--- src/rtl/vc_input_flow_ctrl_if.sv ---
// Bundle of the main-FIFO side, VC-side and status signals of the VC input
// flow controller. The master drives the FIFO flags and head word; the
// slave (the controller) returns the pop, the forwarded word and status.
interface vc_input_flow_ctrl_if #(
  parameter int DATA_WIDTH = 6,
  parameter int N_VC       = 2,
  parameter int CNT_WIDTH  = 8
);
  logic                  mode;
  logic [N_VC-1:0]       fifo_pause_vc;
  logic                  fifo_empty_main;
  logic                  fifo_error_main;
  logic [DATA_WIDTH-1:0] data_in_main;
  logic                  pop_main;
  logic [DATA_WIDTH-1:0] data_out;
  logic [N_VC-1:0]       valid_out_vc;
  logic [CNT_WIDTH-1:0]  stall_count;
  logic [CNT_WIDTH-1:0]  error_count;
  logic                  busy;

  modport master (
    output mode, fifo_pause_vc, fifo_empty_main, fifo_error_main, data_in_main,
    input  pop_main, data_out, valid_out_vc, stall_count, error_count, busy
  );

  modport slave (
    input  mode, fifo_pause_vc, fifo_empty_main, fifo_error_main, data_in_main,
    output pop_main, data_out, valid_out_vc, stall_count, error_count, busy
  );
endinterface

--- src/rtl/vc_input_flow_ctrl.sv ---
// Input flow controller: pops the FWFT main FIFO toward N virtual channels,
// honouring a global or per-destination pause, dropping error and
// mis-addressed words, and counting stall cycles and dropped words.
module vc_input_flow_ctrl #(
  parameter int DATA_WIDTH  = 6,
  parameter int N_VC        = 2,
  parameter int DEST_LSB    = 4,
  parameter int INIT_CYCLES = 2,
  parameter int CNT_WIDTH   = 8
) (
  input logic               clk,
  input logic               reset,
  vc_input_flow_ctrl_if.slave bus
);

  localparam int VC_SEL_W = (N_VC > 1) ? $clog2(N_VC) : 1;
  localparam int VC_SPAN  = 1 << VC_SEL_W;
  localparam int INIT_W   = (INIT_CYCLES > 1) ? $clog2(INIT_CYCLES) : 1;
  localparam logic [INIT_W-1:0]   INIT_LAST = INIT_W'((INIT_CYCLES > 1) ? INIT_CYCLES - 1 : 0);
  localparam logic [VC_SEL_W:0]   N_VC_EXT  = (VC_SEL_W + 1)'(N_VC);

  typedef enum logic [1:0] {ST_INIT, ST_RUN, ST_PAUSE} state_t;

  state_t                state_q, state_d;
  logic [INIT_W-1:0]     init_cnt_q;
  logic [DATA_WIDTH-1:0] data_q;
  logic [N_VC-1:0]       valid_q;
  logic [CNT_WIDTH-1:0]  stall_q;
  logic [CNT_WIDTH-1:0]  error_q;

  logic [VC_SEL_W-1:0]   dest;
  logic                  dest_ok;
  logic [VC_SPAN-1:0]    pause_pad;
  logic                  blocked;
  logic                  pop;
  logic [N_VC-1:0]       dest_onehot;

  assign dest        = bus.data_in_main[DEST_LSB +: VC_SEL_W];
  assign dest_ok     = ({1'b0, dest} < N_VC_EXT);
  assign dest_onehot = N_VC'(1) << dest;

  // Pause flags widened to the full dest range so an out-of-range dest reads 0.
  // NOTE: every always_comb output gets a default first, so no path leaves it
  // unassigned and no latch is inferred.
  always_comb begin
    pause_pad              = '0;
    pause_pad[N_VC-1:0]    = bus.fifo_pause_vc;
  end

  assign blocked = bus.mode ? (dest_ok & pause_pad[dest]) : (|bus.fifo_pause_vc);

  // FSM state register and init-window counter.
  // NOTE: asynchronous reset in the sensitivity list clears state immediately
  // on assertion; sequential state is only ever written with non-blocking <=.
  always_ff @(posedge clk or posedge reset) begin
    if (reset) begin
      state_q    <= ST_INIT;
      init_cnt_q <= '0;
    end else begin
      state_q <= state_d;
      if (state_q == ST_INIT) init_cnt_q <= init_cnt_q + 1'b1;
    end
  end

  // Next-state and pop decision; PAUSE never pops, which yields the one-cycle
  // bubble on resume.
  always_comb begin
    state_d = state_q;
    pop     = 1'b0;
    unique case (state_q)
      ST_INIT: begin
        if (init_cnt_q == INIT_LAST) state_d = ST_RUN;
      end
      ST_RUN: begin
        if (!bus.fifo_empty_main) begin
          if (blocked) state_d = ST_PAUSE;
          else         pop     = 1'b1;
        end
      end
      ST_PAUSE: begin
        if (!blocked || bus.fifo_empty_main) state_d = ST_RUN;
      end
      default: state_d = ST_INIT;
    endcase
  end

  // Registered output stage: forward good words, drop and count bad ones.
  always_ff @(posedge clk or posedge reset) begin
    if (reset) begin
      data_q  <= '0;
      valid_q <= '0;
      error_q <= '0;
    end else begin
      valid_q <= '0;
      if (pop) begin
        if (!bus.fifo_error_main && dest_ok) begin
          data_q  <= bus.data_in_main;
          valid_q <= dest_onehot;
        end else if (error_q != '1) begin
          error_q <= error_q + 1'b1;
        end
      end
    end
  end

  // Saturating count of cycles spent in PAUSE.
  always_ff @(posedge clk or posedge reset) begin
    if (reset) begin
      stall_q <= '0;
    end else if (state_q == ST_PAUSE && stall_q != '1) begin
      stall_q <= stall_q + 1'b1;
    end
  end

  assign bus.pop_main     = pop;
  assign bus.data_out     = data_q;
  assign bus.valid_out_vc = valid_q;
  assign bus.stall_count  = stall_q;
  assign bus.error_count  = error_q;
  assign bus.busy         = (state_q != ST_INIT) && (!bus.fifo_empty_main || (|valid_q));

endmodule
--- src/flat_wrapper.sv ---
// flat-port wrapper written by rule: the top's interface ports become plain ports
module vc_input_flow_ctrl_flat 
#(
  parameter int DATA_WIDTH  = 6,
  parameter int N_VC        = 2,
  parameter int DEST_LSB    = 4,
  parameter int INIT_CYCLES = 2,
  parameter int CNT_WIDTH   = 8
)
  (clk, reset, bus_mode, bus_fifo_pause_vc, bus_fifo_empty_main, bus_fifo_error_main, bus_data_in_main, bus_pop_main, bus_data_out, bus_valid_out_vc, bus_stall_count, bus_error_count, bus_busy);
  vc_input_flow_ctrl_if #(.DATA_WIDTH(DATA_WIDTH), .N_VC(N_VC), .CNT_WIDTH(CNT_WIDTH)) bus_i ();
  input logic clk;
  input logic reset;
  input wire logic [$bits(bus_i.mode)-1:0] bus_mode;
  input wire logic [$bits(bus_i.fifo_pause_vc)-1:0] bus_fifo_pause_vc;
  input wire logic [$bits(bus_i.fifo_empty_main)-1:0] bus_fifo_empty_main;
  input wire logic [$bits(bus_i.fifo_error_main)-1:0] bus_fifo_error_main;
  input wire logic [$bits(bus_i.data_in_main)-1:0] bus_data_in_main;
  output wire logic [$bits(bus_i.pop_main)-1:0] bus_pop_main;
  output wire logic [$bits(bus_i.data_out)-1:0] bus_data_out;
  output wire logic [$bits(bus_i.valid_out_vc)-1:0] bus_valid_out_vc;
  output wire logic [$bits(bus_i.stall_count)-1:0] bus_stall_count;
  output wire logic [$bits(bus_i.error_count)-1:0] bus_error_count;
  output wire logic [$bits(bus_i.busy)-1:0] bus_busy;
  assign bus_i.mode = bus_mode;
  assign bus_i.fifo_pause_vc = bus_fifo_pause_vc;
  assign bus_i.fifo_empty_main = bus_fifo_empty_main;
  assign bus_i.fifo_error_main = bus_fifo_error_main;
  assign bus_i.data_in_main = bus_data_in_main;
  assign bus_pop_main = bus_i.pop_main;
  assign bus_data_out = bus_i.data_out;
  assign bus_valid_out_vc = bus_i.valid_out_vc;
  assign bus_stall_count = bus_i.stall_count;
  assign bus_error_count = bus_i.error_count;
  assign bus_busy = bus_i.busy;
  vc_input_flow_ctrl #(.DATA_WIDTH(DATA_WIDTH), .N_VC(N_VC), .DEST_LSB(DEST_LSB), .INIT_CYCLES(INIT_CYCLES), .CNT_WIDTH(CNT_WIDTH)) u_core (.clk(clk), .reset(reset), .bus(bus_i));
endmodule
--- config.mk ---
export PLATFORM = sky130hd
export DESIGN_NAME = vc_input_flow_ctrl_flat
export DESIGN_NICKNAME = d
export VERILOG_FILES = /design/src/rtl/vc_input_flow_ctrl_if.sv /design/src/rtl/vc_input_flow_ctrl.sv /design/src/flat_wrapper.sv
export SDC_FILE = /design/constraint.sdc
export NUM_CORES = 1
export LEC_CHECK = 0
export ABC_AREA = 1
export BUFFER_PORTS_ARGS = -buffer_cell sky130_fd_sc_hd__buf_2
export CORE_MARGIN = 2
export CORE_UTILIZATION = 35
export CTS_CLUSTER_DIAMETER = 60
export CTS_CLUSTER_SIZE = 12
export DETAILED_ROUTE_END_ITERATION = 8
export GPL_TIMING_DRIVEN = 0
export PLACE_DENSITY = 0.55
export REMOVE_ABC_BUFFERS = 1
export SLEW_MARGIN = 20
export SYNTH_ARGS = -nofsm -noshare
export SYNTH_HDL_FRONTEND = slang
export SYNTH_SLANG_ARGS = --single-unit
--- constraint.sdc ---
create_clock -name clk -period 1.7 [get_ports clk]
set_input_delay 0.255 -clock clk [delete_from_list [all_inputs] [get_ports clk]]
set_output_delay 0.255 -clock clk [all_outputs]
set_load 0.01 [all_outputs]
# --- Word level (Yosys, flattened, before mapping) ---
# Index checks and enable logic that the tools add are counted.
classes:
  n_addsub: 3
  n_lt_le_gt_ge: 1
  eq_ne: 8
  shift: 1
  mux: 13
  bitwise_logic: 1
  reduce_logical: 13
ops:
  columns: ["operator", "count"]
  rows:
  - ["$add 8x1->8 const B", 2]
  - ["$ne 8x8->1 const B", 2]
  - ["$mux 2", 6]
  - ["$mux 1", 6]
  - ["$ne 2x1->1 const B", 3]
  - ["$pmux 2 s3", 1]
  - ["$reduce_and 4->1", 1]
  - ["$reduce_or 2->1", 2]
  - ["$reduce_and 3->1", 1]
  - ["$eq 2x1->1 const B", 1]
  - ["$eq 2x2->1 const B", 1]
  - ["$logic_and 1x1->1", 2]
  - ["$logic_not 1->1", 2]
  - ["$logic_not 2->1", 1]
  - ["$logic_or 1x1->1", 2]
  - ["$lt 1x2->1 const B", 1]
  - ["$ne 2x2->1 const B", 1]
  - ["$reduce_and 2->1", 1]
  - ["$reduce_bool 2->1", 1]
  - ["$shl 1x1->2 const A", 1]
  - ["$add 1x1->1 const B", 1]
  - ["$not 1->1", 1]
totals:
  ff_bits: 27
  inputBits: 13
  out_inout_bits: 26
  wordCells: 46

# --- Depth between registers and ports, before layout ---
# Gate-level depths: netlist of the first run.
logic_depth:
  ltp_word: 7
  depth_mapped: 8
  depth_no_buf: 8

# --- Least setup slack after synthesis of the first run ---
# No wires, ideal clock.
synth_timing:
  path_kind: "flip-flop to flip-flop"
  start: "reg u_core.stall_q[0], in the netlist u_core.bus.stall_count[0]"
  end: "reg u_core.stall_q[6], in the netlist u_core.bus.stall_count[6]"
  setup_time_ns: 0.117
  t_arrival_ns: 1.320
  required_ns: 1.583
  path_slack_ns: 0.263
  stages_incl_launch_ff: 9
  n_path_buf: 1
  synth_period_minus_slack_ns: 1.437
  cell_sequence: "dfrtp_1 -> ha_1 -> clkinv_1 -> nor2_1 -> a21oi_1 -> buf_4 -> nand2_1 -> nand2_1 -> nand2_1"
synth_via:
  elab_chain_cells: 2
  elab_cells_between_ends: 3
  classes_between: "add/sub: 1; eq/ne: 1; reduce/logical: 1"
synth_rtl:
  columns: ["item", "line_no", "rtl"]
  rows:
  - ["start: declaration", "vc_input_flow_ctrl.sv:28", "logic [CNT_WIDTH-1:0] stall_q;"]
  - ["start signal: assignment", "vc_input_flow_ctrl.sv:111", "stall_q <= stall_q + 1'b1;"]
  - ["branches (longest 2 deep; another with $add 8x1->8)", null, null]
# Parallel ways; which one is timed is not known.
# A chain may end at the register's enable or synchronous reset.

# --- Final worst setup path of the first run ---
layout_timing:
  start: "reg u_core.stall_q[0], in the netlist u_core.bus.stall_count[0]"
  end: "reg u_core.stall_q[2], in the netlist u_core.bus.stall_count[2]"
# The elaborated chain is that of the path after synthesis.

==> summary.md, run 1 <==
| Metric | Value |
|---|---|
| Global-route wire length before repair | `around 5900 um` |
| Via density | `between 4 and 5` |
| Vias in the first global route | `~1300` |
| Int Power | `around 1.2 mW` |
| Num rows | `24` |
| Slew Viols, Final | `0` |
| Final setup viols | `0` |
| Setup CP Type | `reg -> reg` |
| CTS Hold Bufs | `0` |
| Nets | `264` |
| DRC | `0` |
| Adder-cell share of the synthesized area | `under 10%` |
| Sequential Power Share | `45.8%` |
| CP Capture Type | `flip-flop` |
| Core area | `between 0.004 and 0.005 mm^2` |
| Fin util | `43.49%` |
| Post-synthesis compound-gate area fraction | `between 10% and 20%` |
| Reg-to-reg startpoint | `u_core.bus.stall_count[0]` |
| Net Switching | `between 0.7 and 0.8 mW` |
| Fin area | `between 0.0015 and 0.002 mm^2` |
| Finished Layout Cells | `300` |
| Fin crit period | `between 1.5 and 2 ns` |
| Clk network pwr share | `roughly a fifth` |
| Root Buffer | `clkbuf_8` |
| VDD IR-drop max | `around 0.00047 V` |
| Routed length per instance | `roughly 11 um` |
| DRT Pass-1 Iters | `4` |
| Overflow after GRT | `0` |
| Largest net degree at the start of global routing | `28` |
| Clock skew | `about 0.0023 ns` |
| Placed Area | `between 0.0015 and 0.002 mm^2` |
| DR iter-0 viols | `65` |
| Commonest non-fill, non-tap cell in the layout | `nand2_1` |
| Via Count | `between 1000 and 1500` |
| Comb pwr share | `34.6%` |
| Worst path slowest cell | `dfrtp_1` |
| Most frequent cells in the layout | `nand2_1 (78), buf_2 (38), inv_1 (29)` |
| Port bufs | `38` |
| Max frequency | `between 0.6 and 0.7 GHz` |
| Share of layout cells above drive strength 1 | `27.42%` |
| Placer Congestion | `approximately 0.76` |
| Main combinational cell family by area after synthesis | `simple AND/OR/NAND/NOR gates` |
| Switching share of total power | `around 37%` |
| R2R cell count | `7` |
| HP Class | `in -> async` |
| Final Cycle Share | `about nine tenths` |
| Cells after DPL | `slightly below 300` |
| Crit path required time | `1.88 ns` |
| Arr. time, crit path | `~1.7 ns` |
| Pwr/cell area | `1044 mW/mm^2` |
| CP peak stage delay | `between 0.4 and 0.5 ns` |
| #FFs+latches synth | `27` |
| Critical Path Fanout Max | `11` |
| Worst slew pin tran | `~0.57 ns` |
| Routed Antenna Nets | `0` |
| Die W | `slightly above 70 um` |
| Synth Area per Inst | `just under 8 um^2` |
| Final WS setup | `between 0.15 and 0.2 ns` |
| Max cap viols | `0` |
| Ys Warns | `0` |
| Final hold violation count | `0` |
| Htree depth | `1` |
| RSZ-0062 raised after global routing | `no` |
| Max-slew headroom | `roughly 60%` |
| Register area share after synthesis | `42.22%` |
| Antenna cells | `0` |
| GRT Total Usage | `14.29%` |
| Mapped cell area | `roughly 0.0016 mm^2` |
| Post-synthesis mux area share | `0%` |
| Starting density of the core | `between 30% and 40%` |
| Post-Route Setup TNS | `0 ns` |
| Die height | `slightly above 70 um` |
| CTS tree | `built` |
| Worst path cell trace | `ha_1 -> clkinv_1 -> nor2_1 -> a21oi_4 -> inv_2 -> nand2_1 -> o21ai_1` |
| Max Root-Sink Buffers | `2` |
| P_leak | `approximately 1.1 nW` |
| Pre-CTS setup slack | `-0.2464 ns` |
| Routed wire length | `about 3200 um` |
| Initial antenna violation count | `0` |
| Synthesis-to-finish area growth | `19.16%` |
| Yosys cell types | `24` |
| IO Pins | `39` |
| Die area | `between 0.005 and 0.006 mm^2` |
| Power, Total | `between 1.5 and 2 mW` |
| Crit start category | `flip-flop` |
| CTS clk-pin slew, worst paths | `about 0.10 ns` |
| Hold Slack | `~0.016 ns` |
| Status | `complete, no violations` |
| Syn Inst Count | `about 210` |
| RR Endpoint | `u_core.bus.stall_count[2]` |
| Clock tree sinks | `27` |
| Clock latency on the worst-skew pair | `0.28 ns` |
| Dpl hpwl | `approximately 2400 um` |
| Total CTS buffers | `3` |
| Reg-to-reg slack, setup | `0.17 ns` |
| Post-synthesis simple-gate area fraction | `around a third` |
| Xor and xnor fraction of the mapped netlist area | `3.284%` |
-- logic make-up (layout without fill, tap and decap cells) --
family | Yosys count | count (layout)
AOI/OAI and AO/OA | 20 | 20
xor gates and xnor gates | 6 | 6
adders and majority gates | 2 | 2
buffers and inverters | 38 | 79
DFF | 27 | 27
and+or+nand+nor | 114 | 114
-- critical path, delay by kind of cell, from the launching register on --
family                   cells  cell delay [ns]
AND/OR/NAND/NOR              2             0.15
adder cells (fa/ha/maj)      1             0.26
buffers and inverters        2             0.17
AO/OA/AOI/OAI                2             0.37
flip-flops                   1             0.46
-- power by group through the flow --
stage | Sequential, mW | Combinational (mW) | Clock, mW
after floorplan | 0.959 | 0.419 | 0
after global placement | 0.922 | 0.679 | 0
after detailed placement | 0.920 | 0.692 | 0
after CTS | 0.913 | 0.700 | 0.412
after global routing | 0.943 | 0.808 | 0.427
final | 0.912 | 0.690 | 0.390
-- timing repair --
| action | CTS | global route |
|---|---|---|
| cloned | 0 | 0 |
| setup buffers | 2 | 0 |
| gates resized for setup | 1 | 2 |
| pin swaps | 1 | 0 |
| endpoints found under the setup margin | 9 | 8 |
-- final cells by class --
type                    count  area (um^2)
fillers                   471         2477
repair buffers             40        205.2
clock buffers               3        41.29
flip-flops and latches     27        675.6
multi-input cells         142        780.7
inverters                  35        131.4
clock inverters             1        7.507
well taps                  52        65.06
-- worst max path at each step --
stage	slack, ns	startpoint	cells after the start	endpoint
detailed placement	-0.25	u_core.bus.stall_count[0]	7	u_core.bus.stall_count[2]
finish	0.17	u_core.bus.stall_count[0]	7	u_core.bus.stall_count[2]
global placement	-0.24	u_core.bus.stall_count[0]	7	u_core.bus.stall_count[2]
global route	0.002	u_core.bus.stall_count[0]	7	u_core.bus.stall_count[2]
floorplan	0.01	u_core.bus.stall_count[0]	7	u_core.bus.stall_count[2]
CTS	0.04	u_core.bus.stall_count[0]	7	u_core.bus.stall_count[2]
-- flip-flops by register name (all words and copies together) (netlist names) --
signal and count:
u_core.bus.stall_count 8, u_core.init_cnt_q 1, u_core.state_q 2, u_core.bus.valid_out_vc 2, u_core.bus.error_count 8, u_core.bus.data_out 6
-- synthesized netlist by cell type --
cell       n  area (um^2)
o21ai_0    2        10.01
o21bai_1   5        37.54
o21bai_2   9        101.4
o21ai_1    2        10.01
a21oi_1    2        10.01
nand4_4    1        21.27
nand4_1    5        31.28
nand2_4    2        22.52
nor3_1     1        5.000
nand2_2    2        12.51
inv_2      4        15.01
nor2_4     3        33.78
nor2_1    11        41.29
dfrtp_1   27        675.7
xnor2_1    1        8.760
ha_1       2        25.02
inv_1     30        112.6
xor2_1     5        43.79
buf_6      1        11.26
buf_4      2        15.01
nand2_1   78        292.8
clkinv_1   1        3.750
nand3b_1   2        15.01
nand3_1    9        45.04
-- layer usage --
layer | share of wire, % | GRT usage, % | up-vias | wire length (um)
li1 | - | - | 718 | -
met1 | 49 | 19.79 | 607 | 1580
met2 | 44 | 22.53 | 34 | 1434
met3 | 4.6 | 2.110 | 5 | 149
met4 | 1.9 | 5.660 | 0 | 60
met5 | 0 | 0 | - | 0
Note: power is estimated with default switching activity, not from simulation.
==> run 2: changes to the inputs <==
--- a/config.mk
+++ b/config.mk
@@ -5,7 +5,6 @@
 export SDC_FILE = /design/constraint.sdc
 export NUM_CORES = 1
 export LEC_CHECK = 0
-export ABC_AREA = 1
 export BUFFER_PORTS_ARGS = -buffer_cell sky130_fd_sc_hd__buf_2
 export CORE_MARGIN = 2
 export CORE_UTILIZATION = 35
@@ -13,8 +12,9 @@
 export CTS_CLUSTER_SIZE = 12
 export DETAILED_ROUTE_END_ITERATION = 8
 export GPL_TIMING_DRIVEN = 0
-export PLACE_DENSITY = 0.55
+export PLACE_DENSITY = 0.57
 export REMOVE_ABC_BUFFERS = 1
+export SKIP_LAST_GASP = 1
 export SLEW_MARGIN = 20
 export SYNTH_ARGS = -nofsm -noshare
 export SYNTH_HDL_FRONTEND = slang
==> run 2 against run 1 <==
Net effect: die area fell by 17%; first-iteration DRC count decreased by 55%; clock skew up 0.00054 ns; critical path type unchanged; highest routed layer unchanged.
==> summary.md, run 2 <==
| Metric | Value |
|---|---|
| Post-synthesis mux area share | `8.588% (+8.6 points)` |
| Clock tree sinks | `27 (unchanged)` |
| Post-synthesis compound-gate area fraction | `9.351% (-1.2 points)` |
| Area of the multi-input gates | `701.9 um^2 (-10%)` |
| IO Pins | `39 (unchanged)` |
| Adder-cell share of the synthesized area | `1.908% (+0.34 points)` |
| Initial antenna violation count | `0 (unchanged)` |
| Final hold violation count | `0 (unchanged)` |
| Final Cycle Share | `99.35% (+9.1 points)` |
| GRT Total Usage | `12.82% (-1.5 points)` |
| Fin crit period | `1.689 ns (+0.1555 ns)` |
| CTS Hold Bufs | `0 (unchanged)` |
| Comb pwr share | `35.4% (+0.8 points)` |
| #FFs+latches synth | `27 (unchanged)` |
| Die W | `65.21 um (-9.0%)` |
| Share of layout cells above drive strength 1 | `45.28% (+18 points)` |
| Port bufs | `38 (unchanged)` |
| Htree depth | `1 (unchanged)` |
| Most frequent cells in the layout | `buf_2 (38), dfrtp_1 (26), a21oi_1 (7), xor2_1 (7)` |
| DRT Pass-1 Iters | `4 (unchanged)` |
| Routed Antenna Nets | `0 (unchanged)` |
| Yosys cell types | `32 (+33%)` |
| Worst slew pin tran | `0.9708 ns (+0.3992 ns)` |
| Max cap viols | `0 (unchanged)` |
| Reg-to-reg slack, setup | `0.01 ns (-0.16 ns)` |
| Worst path cell trace | `nand2b_4 -> a2111oi_4 -> nor2_4 -> nor2_4 -> mux2_4` |
| Antenna cells | `0 (unchanged)` |
| Clock latency on the worst-skew pair | `0.27 ns (about the same)` |
| Largest area contributor in the synthesized netlist | `dfrtp_1` |
| Post-synthesis simple-gate area fraction | `22.23% (-10 points)` |
| Area taken by flip-flops and latches | `676.9 um^2 (+0.19%)` |
| Clock skew | `0.002844 ns (+0.0005354 ns)` |
| Routed length per instance | `12.86 um (+20%)` |
| Fill count | `372 (-21%)` |
| Worst path slowest cell | `dfrtp_1` |
| CTS clk-pin slew, worst paths | `0.09 ns (about the same)` |
| Final setup viols | `0 (unchanged)` |
| CTS tree | `built` |
| Max Root-Sink Buffers | `2 (unchanged)` |
| Ys flop type | `dfrtp_1` |
| Overflow after GRT | `0 (unchanged)` |
| Main combinational cell family by area after synthesis | `simple AND/OR/NAND/NOR gates` |
| Yosys top cell area share | `51.53% (+9.3 points)` |
| Most frequent cells after synthesis | `dfrtp_1 (27), a21oi_1 (8), mux2_2 (8)` |
| Commonest non-fill, non-tap cell in the layout | `buf_2` |
| VDD IR-drop max | `0.0008415 V (+81%)` |
| Switching share of total power | `34.57% (-2.7 points)` |
| Reg-to-reg startpoint | `u_core.state_q[1]` |
| CP peak stage delay | `0.39 ns (-0.07 ns)` |
| Syn Inst Count | `112 (-46%)` |
| Status | `complete, no violations` |
| Die area | `0.004252 mm^2 (-17%)` |
| Async S/R FF share, synth | `100.0% (unchanged)` |
| Routed wire length | `2663 um (-17%)` |
| Largest net degree at the start of global routing | `28 (unchanged)` |
| Arr. time, crit path | `1.85 ns (+0.14 ns)` |
| RR Endpoint | `u_core.bus.data_out[0]` |
| Crit start category | `flip-flop` |
| HP Class | `in -> async` |
| Max frequency | `0.5921 GHz (-9.2%)` |
| Root Buffer | `clkbuf_8` |
| Placer Congestion | `0.7465 (-1.1%)` |
| Fin area | `0.001732 mm^2 (-9.2%)` |
| Post-Route Setup TNS | `0 ns (unchanged)` |
| Top-count cell post-synth | `dfrtp_1` |
| Post-synth EDFFs | `0 (unchanged)` |
| Num rows | `22 (-8.3%)` |
| Sequential Power Share | `47.8% (+2.0 points)` |
| Crit path required time | `1.86 ns (-0.02 ns)` |
| P_leak | `0.8767 nW (-21%)` |
| Via Count | `1030 (-24%)` |
| Xor and xnor fraction of the mapped netlist area | `4.676% (+1.4 points)` |
| Synthesis-to-finish area growth | `32.06%` |
| Pwr/cell area | `1234 mW/mm^2 (+18%)` |
| Max-slew headroom | `34.88% (-27 points)` |
| Top area cells in the synthesized netlist | `dfrtp_1 (52%), mux2_2 (6.9%), xor2_1 (4.7%)` |
| Hold Slack | `0.07431 ns (+0.05803 ns)` |
| Global-route wire length before repair | `4209 um (-28%)` |
| Int Power | `1.398 mW (+12%)` |
| Nets | `175 (-34%)` |
| Die height | `65.21 um (-9.0%)` |
| Core area | `0.003633 mm^2 (-17%)` |
| Starting density of the core | `36.09% (-0.41 points)` |
| Slew Viols, Final | `0 (unchanged)` |
| DR iter-0 viols | `29 (-55%)` |
| R2R cell count | `5 (-2)` |
| CP Capture Type | `flip-flop` |
| Placed Area | `0.001558 mm^2 (-15%)` |
| Most Frequent Cell on Critical Path | `nor2_4` |
| Critical Path Fanout Max | `7 (-4)` |
| Register area share after synthesis | `51.53% (+9.3 points)` |
| Synth Area per Inst | `11.71 um^2 (+51%)` |
| Dpl hpwl | `1849 um (-22%)` |
| Setup CP Type | `reg -> reg` |
| RSZ-0062 raised after global routing | `yes` |
| Clk network pwr share | `16.8% (-2.8 points)` |
| Net Switching | `0.7386 mW (-0.47%)` |
| Ys Warns | `0 (unchanged)` |
| Vias in the first global route | `943 (-29%)` |
| Via density | `4.976 (+9.4%)` |
| DRC | `0 (unchanged)` |
| Mapped cell area | `0.001311 mm^2 (-18%)` |
| Total CTS buffers | `3 (unchanged)` |
-- run 2: cell count changes in the layout (fill, tap and decap cells not counted), sizes merged, moves of 5 or more --
| cell | delta |
|---|---|
| a21oi | +6 |
| inv | -30 |
| mux2 | +10 |
| nand2 | -76 |
| nand2b | +5 |
| nand3 | -5 |
| nor2 | -7 |
| nor3 | +5 |
| o21bai | -14 |
-- run 2: what timing repair did --
item / CTS / global route
gates resized for setup: 7 / 10
setup endpoints to repair: 16 / 15
setup buffers: 4 / 1
pin swaps: 6 / 4
cloned: 1 / 0
-- run 2: final cells by class --
cell class              count  area share, %
inverters                   5          1.084
clock buffers               3          2.384
multi-input cells          80          40.53
repair buffers             43          13.15
flip-flops and latches     27          39.09
well taps                  48          3.468
clock inverters             1         0.2890
-- run 2: power by group through the flow --
stage	logic [mW]	clock network (mW)	registers [mW]
floorplan	0.337	0	1.08
global placement	0.656	0	1.02
detailed placement	0.671	0	1.03
CTS	0.708	0.374	1.02
global route	0.837	0.393	1.05
finish	0.755	0.359	1.02
-- run 2: cell families (layout without fill, tap and decap cells) --
logic type      after synthesis  after routing
compound gates               17             17
xor+xnor                      7              7
fa+ha+maj                     2              2
buf+inv                       6             52
flops                        27             27
mux                          10             10
simple gates                 43             44
-- run 2: critical path, delay by kind of cell, from the launching register on --
kind | cells | cell delay [ns]
DFF | 1 | 0.39
muxes | 1 | 0.33
AOI/OAI and AO/OA | 1 | 0.28
and+or+nand+nor | 3 | 0.57
-- run 2: per-layer routing --
layer / GRT usage (%) / up-vias / wire length (um)
met4: 3.125 / 0 / 24
met5: 0 / - / 0
met3: 3.767 / 4 / 130
li1: - / 496 / -
met1: 14.88 / 507 / 1085
met2: 23.09 / 23 / 1423
-- run 2: worst max path at each step --
stage | start | endpoint | cells past startpoint
floorplan | u_core.bus.error_count[0] | u_core.bus.error_count[1] | 5
global placement | u_core.bus.error_count[0] | u_core.bus.error_count[1] | 5
detailed placement | u_core.state_q[1] | u_core.bus.data_out[0] | 5
CTS | u_core.state_q[1] | bus_pop_main | 5
global route | u_core.state_q[1] | u_core.bus.error_count[2] | 7
finish | u_core.state_q[1] | u_core.bus.data_out[0] | 5
-- run 2: through the flow --
step / power, mW / utilization [%] / std cells / setup slack (ns)
2_1_floorplan: 1.418 / - / 111 / -0.1026
3_3_place_gp: 1.671 / 42.87 / 197 / -0.2414
3_5_place_dp: 1.699 / 42.87 / 197 / -0.2610
4_1_cts: 2.099 / 46.18 / 206 / -0.006553
5_1_grt: 2.283 / 47.66 / 207 / -0.1076
6_report: 2.136 / 47.66 / 207 / 0.01107
